`src/rtl/csa_word_sequencer.sv`:
```
// Multi-precision add/subtract sequencer: walks one shared W-bit adder across
// WORDS words (LSW first), chaining carry through a register.
module csa_word_sequencer #(
   parameter int W      = 16,
   parameter int WORDS  = 4,
   parameter int SETTLE = 2
) (
   input  logic               clk,
   input  logic               rst_n,
   input  logic               req_valid,
   output logic               req_ready,
   input  logic [W*WORDS-1:0] req_a,
   input  logic [W*WORDS-1:0] req_b,
   input  logic               req_sub,
   input  logic               flush,
   output logic [W-1:0]       add_a,
   output logic [W-1:0]       add_b,
   output logic               add_c_in,
   input  logic [W-1:0]       add_s,
   input  logic               add_c_out,
   output logic               rsp_valid,
   input  logic               rsp_ready,
   output logic [W*WORDS-1:0] rsp_sum,
   output logic               rsp_c_out,
   output logic               rsp_ovf,
   output logic               busy
);
   localparam int N  = W * WORDS;
   localparam int IW = (WORDS > 1) ? $clog2(WORDS) : 1;
   localparam int CW = (SETTLE > 1) ? $clog2(SETTLE) : 1;

   typedef enum logic [1:0] {
      S_IDLE = 2'd0,
      S_RUN  = 2'd1,
      S_DONE = 2'd2
   } state_e;

   state_e          state_q, state_d;
   logic [N-1:0]    a_q, a_d;
   logic [N-1:0]    b_q, b_d;
   logic [N-1:0]    res_q, res_d;
   logic            sub_q, sub_d;
   logic            carry_q, carry_d;
   logic            ovf_q, ovf_d;
   logic [IW-1:0]   idx_q, idx_d;
   logic [CW-1:0]   cnt_q, cnt_d;
   logic [W-1:0]    word_a_s;
   logic [W-1:0]    word_b_s;

   // State and datapath registers
   always_ff @(posedge clk or negedge rst_n) begin
      if (!rst_n) begin
         state_q <= S_IDLE;
         a_q     <= '0;
         b_q     <= '0;
         res_q   <= '0;
         sub_q   <= 1'b0;
         carry_q <= 1'b0;
         ovf_q   <= 1'b0;
         idx_q   <= '0;
         cnt_q   <= '0;
      end else begin
         state_q <= state_d;
         a_q     <= a_d;
         b_q     <= b_d;
         res_q   <= res_d;
         sub_q   <= sub_d;
         carry_q <= carry_d;
         ovf_q   <= ovf_d;
         idx_q   <= idx_d;
         cnt_q   <= cnt_d;
      end
   end

   // Next-state, word sequencing and output decode
   always_comb begin
      state_d   = state_q;
      a_d       = a_q;
      b_d       = b_q;
      res_d     = res_q;
      sub_d     = sub_q;
      carry_d   = carry_q;
      ovf_d     = ovf_q;
      idx_d     = idx_q;
      cnt_d     = cnt_q;
      req_ready = 1'b0;
      rsp_valid = 1'b0;
      busy      = 1'b0;
      add_a     = '0;
      add_b     = '0;
      add_c_in  = 1'b0;
      rsp_sum   = '0;
      rsp_c_out = 1'b0;
      rsp_ovf   = 1'b0;
      word_a_s  = a_q[idx_q*W +: W];
      word_b_s  = b_q[idx_q*W +: W] ^ {W{sub_q}};

      case (state_q)
         S_IDLE: begin
            req_ready = 1'b1;
            if (flush) begin
               state_d = S_IDLE;
            end else if (req_valid) begin
               a_d     = req_a;
               b_d     = req_b;
               sub_d   = req_sub;
               carry_d = req_sub;
               res_d   = '0;
               ovf_d   = 1'b0;
               idx_d   = '0;
               cnt_d   = '0;
               state_d = S_RUN;
            end else begin
               state_d = S_IDLE;
            end
         end
         S_RUN: begin
            busy     = 1'b1;
            add_a    = word_a_s;
            add_b    = word_b_s;
            add_c_in = carry_q;
            if (flush) begin
               state_d = S_IDLE;
            end else if (cnt_q == CW'(SETTLE - 1)) begin
               res_d[idx_q*W +: W] = add_s;
               carry_d = add_c_out;
               cnt_d   = '0;
               if (idx_q == IW'(WORDS - 1)) begin
                  // Sign of the top word is final only here, so overflow is captured now
                  ovf_d   = (a_q[N-1] == word_b_s[W-1]) && (add_s[W-1] != a_q[N-1]);
                  state_d = S_DONE;
               end else begin
                  idx_d = idx_q + IW'(1);
               end
            end else begin
               cnt_d = cnt_q + CW'(1);
            end
         end
         S_DONE: begin
            busy      = 1'b1;
            rsp_valid = 1'b1;
            rsp_sum   = res_q;
            rsp_c_out = carry_q;
            rsp_ovf   = ovf_q;
            if (flush) begin
               state_d = S_IDLE;
            end else if (rsp_ready) begin
               state_d = S_IDLE;
            end else begin
               state_d = S_DONE;
            end
         end
         default: begin
            state_d = S_IDLE;
         end
      endcase
   end
endmodule

```
`config.mk`:
```
export PLATFORM = sky130hd
export DESIGN_NAME = csa_word_sequencer
export DESIGN_NICKNAME = d
export VERILOG_FILES = /design/src/rtl/csa_word_sequencer.sv
export SDC_FILE = /design/constraint.sdc
export NUM_CORES = 1
export LEC_CHECK = 0
export CORE_AREA = 5 5 145 147
export CTS_CLUSTER_DIAMETER = 60
export DETAILED_ROUTE_END_ITERATION = 7
export DIE_AREA = 0 0 150 152
export PLACE_DENSITY = 0.9
export SKIP_LAST_GASP = 1
export SLEW_MARGIN = 20
export SYNTH_ARGS = -nofsm -noshare
export SYNTH_HDL_FRONTEND = slang
export SYNTH_SLANG_ARGS = --single-unit
```
`constraint.sdc`:
```
create_clock -name clk -period 6.6 [get_ports clk]
set_input_delay 1.32 -clock clk [delete_from_list [all_inputs] [get_ports clk]]
set_output_delay 1.32 -clock clk [all_outputs]
set_load 0.05 [all_outputs]
```
* Word level (Yosys, flattened, before mapping)
Index checks and enable logic that the tools add are counted.
Widths: inputs -> output; s select.
** Storage, ports and cells
- Flip-flop bits (word level) :: 200
- Word-level logic and storage cells :: 84
- Input bits :: 151
** Cells by class
- Mux-type cells :: 43
- Reduce and logical (&&, ||, !) cells :: 10
- Eq/ne operators :: 13
- Shift operators :: 4
- Bitwise operators :: 2
- Add/subtract/negate cells :: 3
** Operators with widths (number)
- $mux 64 :: 5
- $pmux 64 s2 :: 1
- $shiftx 64x7->16 :: 2
- $bwmux 64 :: 1
- $shift 16x34->64 const A :: 1
- $shiftx 16x34->64 :: 1
- $neg 6->34 :: 1
- $mux 16 :: 2
- $mux 2 :: 10
- $mux 1 :: 19
- $xor 16x16->16 :: 1
- $ne 2x2->1 const B :: 6
- $reduce_and 6->1 :: 2
- $ne 3x3->1 const B :: 2
- $pmux 1 s2 :: 3
- $pmux 2 s3 :: 1
- $reduce_and 5->1 :: 1
- $eq 2x2->1 const B :: 2
- $pmux 2 s2 :: 1
- $reduce_and 4->1 :: 1
- $reduce_and 3->1 :: 1
- $add 2x1->2 const B :: 1
- $eq 2x1->1 const B :: 1
- $logic_not 2->1 :: 1
- other kinds (8) :: 8

* Longest topological paths before layout
Gate-level depths: netlist of the first run.
- Word-level depth :: 8
- Depth in mapped cells :: 10

* Worst setup path before layout of the first run
Ideal clock, no wire load.
- Kind :: reg2out
- Start point :: register idx_q[0]
- End point :: output port add_b[10]
- Setup slack :: 3.076 ns
- Data arrival time :: 2.204 ns
- Cell stages (with the launch flop) :: 6
- Cell sequence :: dfrtp_1 -> buf_2 -> buf_2 -> mux4_2 -> xnor2_1 -> nor2_1
** Between the ends
- Longest elaborated chain between the ends :: 3
** Ends and longest elaborated chain
- from (decl) :: line 45 : logic [IW-1:0] idx_q, idx_d;
- from (signal assigned) :: line 70 : idx_q <= idx_d;
- $shiftx 64x7->16 :: line 96 : word_b_s = b_q[idx_q*W +: W] ^ {W{sub_q}};
- $xor 16x16->16 :: line 96
- $mux 16 :: line 98 : case (state_q)
- to (decl) :: line 17 : output logic [W-1:0] add_b,
No other way between the ends.

* Worst setup path in the final report of the first run
- Start point :: register idx_q[0]
- End point :: output port add_b[15]
The elaborated chain is that of the path after synthesis.

==> results of run 1 <==
[worst max-delay path: cells and delay by family (launching register included)]
kind                      cells  cell delay [ns]
DFF                           1             0.77
buffers and inverters         2             1.34
and+or+nand+nor               1             0.13
muxes                         1             0.57
xor gates and xnor gates      1             0.17
[synthesized netlist by cell type, types with 5 or more instances]
master    instances
nand2_1           6
mux2_2          129
o21ai_0          44
a21oi_1           5
ha_1             10
xnor2_1          16
nor2_1           18
mux2i_1           5
dfrtp_1         200
inv_1            57
mux4_2           32
o21ai_2           5
nand3_1          48
clkbuf_1         18
a22o_1           17
buf_2            21
and2_1           83
[metal layers]
layer | routed length, um | up-vias
li1 | - | 3056
met1 | 9480 | 3294
met2 | 12000 | 253
met3 | 2350 | 24
met4 | 436 | 0
met5 | 0 | -
[through the flow]
| step | instances | power, W | setup WS (ns) | util (%) |
|---|---|---|---|---|
| 2_1_floorplan | 753 | 0.00193 | 3.08 | - |
| 4_1_cts | 1266 | 0.00326 | 1.77 | 64.9 |
| 5_1_grt | 1267 | 0.00338 | 1.64 | 65.0 |
| 3_5_place_dp | 1234 | 0.00219 | 2.23 | 61.8 |
| 6_report | 1267 | 0.00323 | 1.87 | 65.0 |
| 3_3_place_gp | 1234 | 0.00216 | 2.26 | 61.8 |
[kinds of logic (layout without fill, tap and decap cells)]
| group | after synthesis | in the layout | share of synthesized area, % |
|---|---|---|---|
| multiplexers | 167 | 167 | 23.5 |
| other | 0 | 1 | 0 |
| adder cells (fa/ha/maj) | 10 | 10 | 1.31 |
| AND/OR/NAND/NOR | 172 | 172 | 10.4 |
| AO/OA/AOI/OAI | 79 | 79 | 5.79 |
| XOR/XNOR | 16 | 16 | 1.47 |
| buffers and inverters | 109 | 352 | 5.20 |
| flip-flops | 200 | 200 | 52.4 |
[worst paths after layout]
path,from,endpoint,slack (ns)
setup / recovery,idx_q[0]$_DFFE_PN0P_,add_b[15],1.87
hold / removal,res_q[40]$_DFFE_PN0P_,res_q[40]$_DFFE_PN0P_,0.50
setup reg to reg,idx_q[0]$_DFFE_PN0P_,res_q[60]$_DFFE_PN0P_,3.61
hold reg to reg,res_q[40]$_DFFE_PN0P_,res_q[40]$_DFFE_PN0P_,0.50
max in group asynchronous,rst_n,a_q[26]$_DFFE_PN0P_,4.37
min in group asynchronous,rst_n,res_q[38]$_DFFE_PN0P_,0.86
[report_power, final]
part / total [W] / leakage [nW] / switching, W / internal (W)
logic: 0.000661 / 2.42 / 0.000294 / 0.000367
clock network: 0.00107 / 0.295 / 0.000512 / 0.000556
registers: 0.00150 / 2.50 / 0.000107 / 0.00139
total: 0.00323 / 5.21 / 0.000913 / 0.00231
[final cells by class]
class / instances / area share (%)
antenna: 1 / 0.0195
clock buffer: 18 / 3.42
clock inverter: 14 / 1.37
inverter: 58 / 1.69
multi-input combinational: 444 / 31.6
sequential: 200 / 39.0
tap: 270 / 2.63
timing repair buffer: 262 / 20.2
[state kept, by name, indices dropped and copies added, names as in the netlist]
signal / cells
carry_q: 1
res_q: 64
ovf_q: 1
a_q: 64
state_q: 2
b_q: 64
idx_q: 2
cnt_q: 1
sub_q: 1
==> summary.md, run 1 <==
| Metric | Value |
|---|---|
| Footprint of the multi-input gates | `slightly above 4000 um2` |
| Final-layout fill cell count | `approximately 1500` |
| Fin nets | `1144` |
| # clock sinks | `200` |
| Yosys cell types | `43` |
| Number of max-cap violations | `0` |
| Top cells by area, synth | `dfrtp_1 52%, mux2_2 15%, mux4_2 7.5%` |
| Largest net degree at the start of global routing | `78` |
| Syn-to-layout area delta | `34.4%` |
| CTS Hold Bufs | `0` |
| WL/cell | `around 19 um` |
| Critical path class | `register to output port` |
| Outcome | `completed` |
| Row count | `52` |
| Hold Path Depth | `1` |
| Reg area | `between 5000 and 6000 um2` |
| DRT Wirelength | `between 20000 and 25000 um` |
| Io pins | `between 200 and 300` |
| RSZ-0062 raised after global routing | `false` |
| Critical path peak fanout | `22` |
| Port Buf Inserts | `between 200 and 300` |
| Final setup vio count | `0` |
| Share of layout cells above drive strength 1 | `approximately 22%` |
| Die Span X | `around 150 um` |
| Syn nets | `914` |
| Number of global-route vias before repair | `around 7000` |
| Power per Cell Area | `around 250 nW/um2` |
| LEAKAGE | `5.21 nW` |
| Max-slew headroom | `between 30% and 40%` |
| Die ar. | `approximately 23000 um2` |
| CP Launch Type | `register` |
| DRT iter0 DRCs | `291` |
| Worst EP required | `5.28 ns` |
| Syn_area_per_cell | `12.7 um2` |
| Sequential share of the synthesized area | `52.4%` |
| CP Capture Type | `output port` |
| Initial antenna violation count | `1` |
| Clock Tree Root | `clkbuf_16` |
| Synthesized cell area | `about 9600 um2` |
| Die H | `around 150 um` |
| Detailed-router iteration count before antenna repair | `5` |
| Total GRT Usage | `between 20 and 25%` |
| Setup tns final | `0 ns` |
| Setup bufs post-CTS | `0` |
| Final period util | `between 70 and 80%` |
| GR met1 Demand/Resource | `between 20% and 30%` |
| Primary FF master, synth | `dfrtp_1` |
| Routability congestion estimate from global placement | `0.880` |
| Area after DPL | `~12000 um2` |
| Commonest non-fill, non-tap cells in the layout | `251 x clkdlybuf4s50_1, 198 x dfrtp_1, 129 x mux2_2` |
| Worst-skew pair later-pin latency | `0.43 ns` |
| Largest area contributor in the netlist | `dfrtp_1` |
| Maximum clock rate | `approximately 0.21 GHz` |
| Vias per inst | `5.23` |
| CP cell instances | `buf_4 > mux4_2 > xnor2_1 > nor2_1 > clkdlybuf4s50_1` |
| DRC Markers | `0` |
| Post-CTS sizing | `0` |
| Clock tree from TritonCTS | `done` |
| Met2 Use GR | `a little over a third` |
| CTS Buffer Depth | `2` |
| Clock-pin slew on the worst setup and hold paths | `about 0.07 ns` |
| Post-synth EDFFs | `0` |
| VDD IR max | `between 0.00015 and 0.0002 V` |
| Worst Tran Pin Value | `~1.0 ns` |
| Slowest stage delay, CP | `0.85 ns` |
| Via count | `6627` |
| Yosys reg bits | `200` |
| Hold slack final | `0.504 ns` |
| Antenna viol nets, final | `0` |
| Clk_skew | `~0.0094 ns` |
| Worst Reg-to-Reg Cells | `6` |
| Period minus WS final | `around 4.7 ns` |
| Hold Fails Final Rpt | `0` |
| Post-synth ARST share | `100%` |
| Worst min path class | `register to register` |
| Global routing met3 resource utilization | `7.33%` |
| Area of the core | `~20000 um2` |
| Commonest non-fill, non-tap cell in the layout | `clkdlybuf4s50_1` |
| Arr. time, crit path | `~3.4 ns` |
| Post-synth top area share | `between 50% and 60%` |
| Cells after Synth | `753` |
| Post-DP HPWL | `roughly 18000 um` |
| YS warnings | `0` |
| First-pass GRT wire length | `38800 um` |
| Gr busiest metal | `met2` |
| GRT Residual Overflow | `0` |
| Htree depth | `4` |
| Slowest CP cell | `clkdlybuf4s50_1` |
| Final Max Slew Viols | `0` |
| Finished Cell Area | `roughly 13000 um2` |
| Initial core utilization | `~48%` |
| Total CTS buffers | `17` |
Power figures use the tool's default switching activity.
==> inputs of run 2 (changes only) <==
- CORE_AREA: 5 5 145 147 -> 5 5 154 156
- DIE_AREA: 0 0 150 152 -> 0 0 159 161
- PLACE_DENSITY: 0.9 -> 0.84
- clock period: 6.6 -> 3.8 ns (I/O delays scaled with it)
==> run 2 against run 1 <==
Net effect: clock power is 64% higher; core utilization down 6.3 points; critical path depth is the same; worst hold slack got worse by 0.10 ns; final cell count up 1.5%; sequential cell count unchanged; combinational power up 85%; via count about the same; clock skew up 0.0012 ns; cell area rose by 1.4%; global-route usage decreased by 3.0 points; total power increased by 72%.
==> summary.md, run 2 (synthesized netlist as in run 1, its figures left out) <==
| Metric | Value |
|---|---|
| Outcome | `completed` |
| Critical path class | `register to output port` |
| Arr. time, crit path | `between 2 and 3 ns` |
| CTS Buffer Depth | `2` |
| DRC Markers | `0` |
| Routability congestion estimate from global placement | `0.799` |
| Post-CTS sizing | `0` |
| LEAKAGE | `5.34 nW` |
| VDD IR max | `roughly 0.00028 V` |
| Vias per inst | `between 5 and 6` |
| Final setup vio count | `0` |
| # clock sinks | `200` |
| Final period util | `89.5%` |
| Setup bufs post-CTS | `0` |
| Clk_skew | `between 0.01 and 0.015 ns` |
| Clock tree from TritonCTS | `done` |
| Setup tns final | `0 ns` |
| Placed insts | `1257` |
| Biggest regs | `a_q x64, b_q x64, res_q x64` |
| Commonest non-fill, non-tap cells in the layout | `222 x clkdlybuf4s50_1, 198 x dfrtp_1, 129 x mux2_2` |
| GRT Residual Overflow | `0` |
| Row count | `between 50 and 60` |
| Worst Reg-to-Reg Cells | `7` |
| Hold slack final | `~0.4 ns` |
| Detailed-router iteration count before antenna repair | `4` |
| Post-DP HPWL | `around 18000 um` |
| CTS Hold Bufs | `0` |
| Total CTS buffers | `17` |
| Worst-skew pair later-pin latency | `around 0.42 ns` |
| Initial core utilization | `between 40% and 50%` |
| Clock-pin slew on the worst setup and hold paths | `around 0.070 ns` |
| Die H | `~160 um` |
| Worst Tran Pin Value | `~1 ns` |
| Share of layout cells above drive strength 1 | `about 25%` |
| Worst EP required | `3.04 ns` |
| CP Launch Type | `register` |
| Die ar. | `25600 um2` |
| Final Max Slew Viols | `0` |
| Die Span X | `~160 um` |
| Critical path peak fanout | `just over 60` |
| WL/cell | `approximately 19 um` |
| Hold Fails Final Rpt | `0` |
| Period minus WS final | `3.40 ns` |
| Commonest non-fill, non-tap cell in the layout | `clkdlybuf4s50_1` |
| Maximum clock rate | `0.294 GHz` |
| Final Util | `about three fifths` |
| Area of the core | `~22000 um2` |
| RSZ-0062 raised after global routing | `false` |
| Max-slew headroom | `33.6%` |
| Initial antenna violation count | `2` |
| Clock Tree Root | `clkbuf_16` |
| Ant diodes | `0` |
| Number of max-cap violations | `0` |
| Place WS | `between 0.8 and 0.9 ns` |
| Final worst slack | `0.398 ns` |
| Final Non-Filler Cells | `between 1000 and 1500` |
| Htree depth | `4` |
| Number of global-route vias before repair | `6975` |
| Largest net degree at the start of global routing | `93` |
| Power per Cell Area | `~430 nW/um2` |
| DRT Wirelength | `between 20000 and 25000 um` |
| Syn-to-layout area delta | `36.3%` |
| Via count | `~6600` |
| Final-layout fill cell count | `about 1800` |
| Fin nets | `1152` |
| Worst min path class | `input pin to async pin` |
| Total GRT Usage | `a little under a fifth` |
| First-pass GRT wire length | `between 30000 and 40000 um` |
| Port Buf Inserts | `252` |
| CP Capture Type | `output port` |
| Io pins | `between 200 and 300` |
| DRT iter0 DRCs | `between 200 and 300` |
| Antenna viol nets, final | `0` |
-- run 2: per-stage QoR --
step / area, um2 / total power (W)
2_1_floorplan: 9560 / 0.00335
3_3_place_gp: 12500 / 0.00381
3_5_place_dp: 12500 / 0.00386
4_1_cts: 13000 / 0.00562
5_1_grt: 13000 / 0.00581
6_report: 13000 / 0.00556
-- run 2: metal layers --
| layer | up-vias | wire length [um] | global-route usage, % |
|---|---|---|---|
| met3 | 21 | 2300 | 6.84 |
| met5 | - | 21 | 0 |
| met1 | 3269 | 9920 | 23.6 |
| met2 | 251 | 11700 | 31.3 |
| li1 | 3077 | - | - |
| met4 | 4 | 266 | 4.27 |
-- run 2: where the power goes --
group | internal (W) | switching, W
logic | 0.000687 | 0.000529
clock network | 0.000927 | 0.000830
registers | 0.00241 | 0.000178
-- run 2: area by class of cell --
class	instances	area, um2	share of cell area (%)
Sequential cell	200	5010	38.4
Clock buffer	18	439	3.37
Timing Repair Buffer	270	2830	21.7
Multi-Input combinational cell	444	4070	31.2
Inverter	58	218	1.67
Clock inverter	11	115	0.884
Tap cell	285	357	2.74
-- run 2: critical path, stage by stage (launching register included) --
cell	delay (ns)
dfrtp_1	0.41
inv_1	0.11
ha_2	0.25
buf_4	0.39
and2_1	0.22
clkdlybuf4s50_1	0.81
-- run 2: path summary, 6_finish.rpt --
kind | slack [ns] | start | endpoint
max reg2reg | 1.03 | state_q[1]$_DFFE_PN0P_ | res_q[60]$_DFFE_PN0P_
max in group asynchronous | 2.57 | rst_n | a_q[28]$_DFFE_PN0P_
min reg2reg | 0.50 | b_q[47]$_DFFE_PN0P_ | b_q[47]$_DFFE_PN0P_
min in group clk | 0.50 | b_q[47]$_DFFE_PN0P_ | b_q[47]$_DFFE_PN0P_
min | 0.40 | rst_n | res_q[39]$_DFFE_PN0P_
max | 0.40 | state_q[0]$_DFFE_PN0P_ | rsp_sum[19]
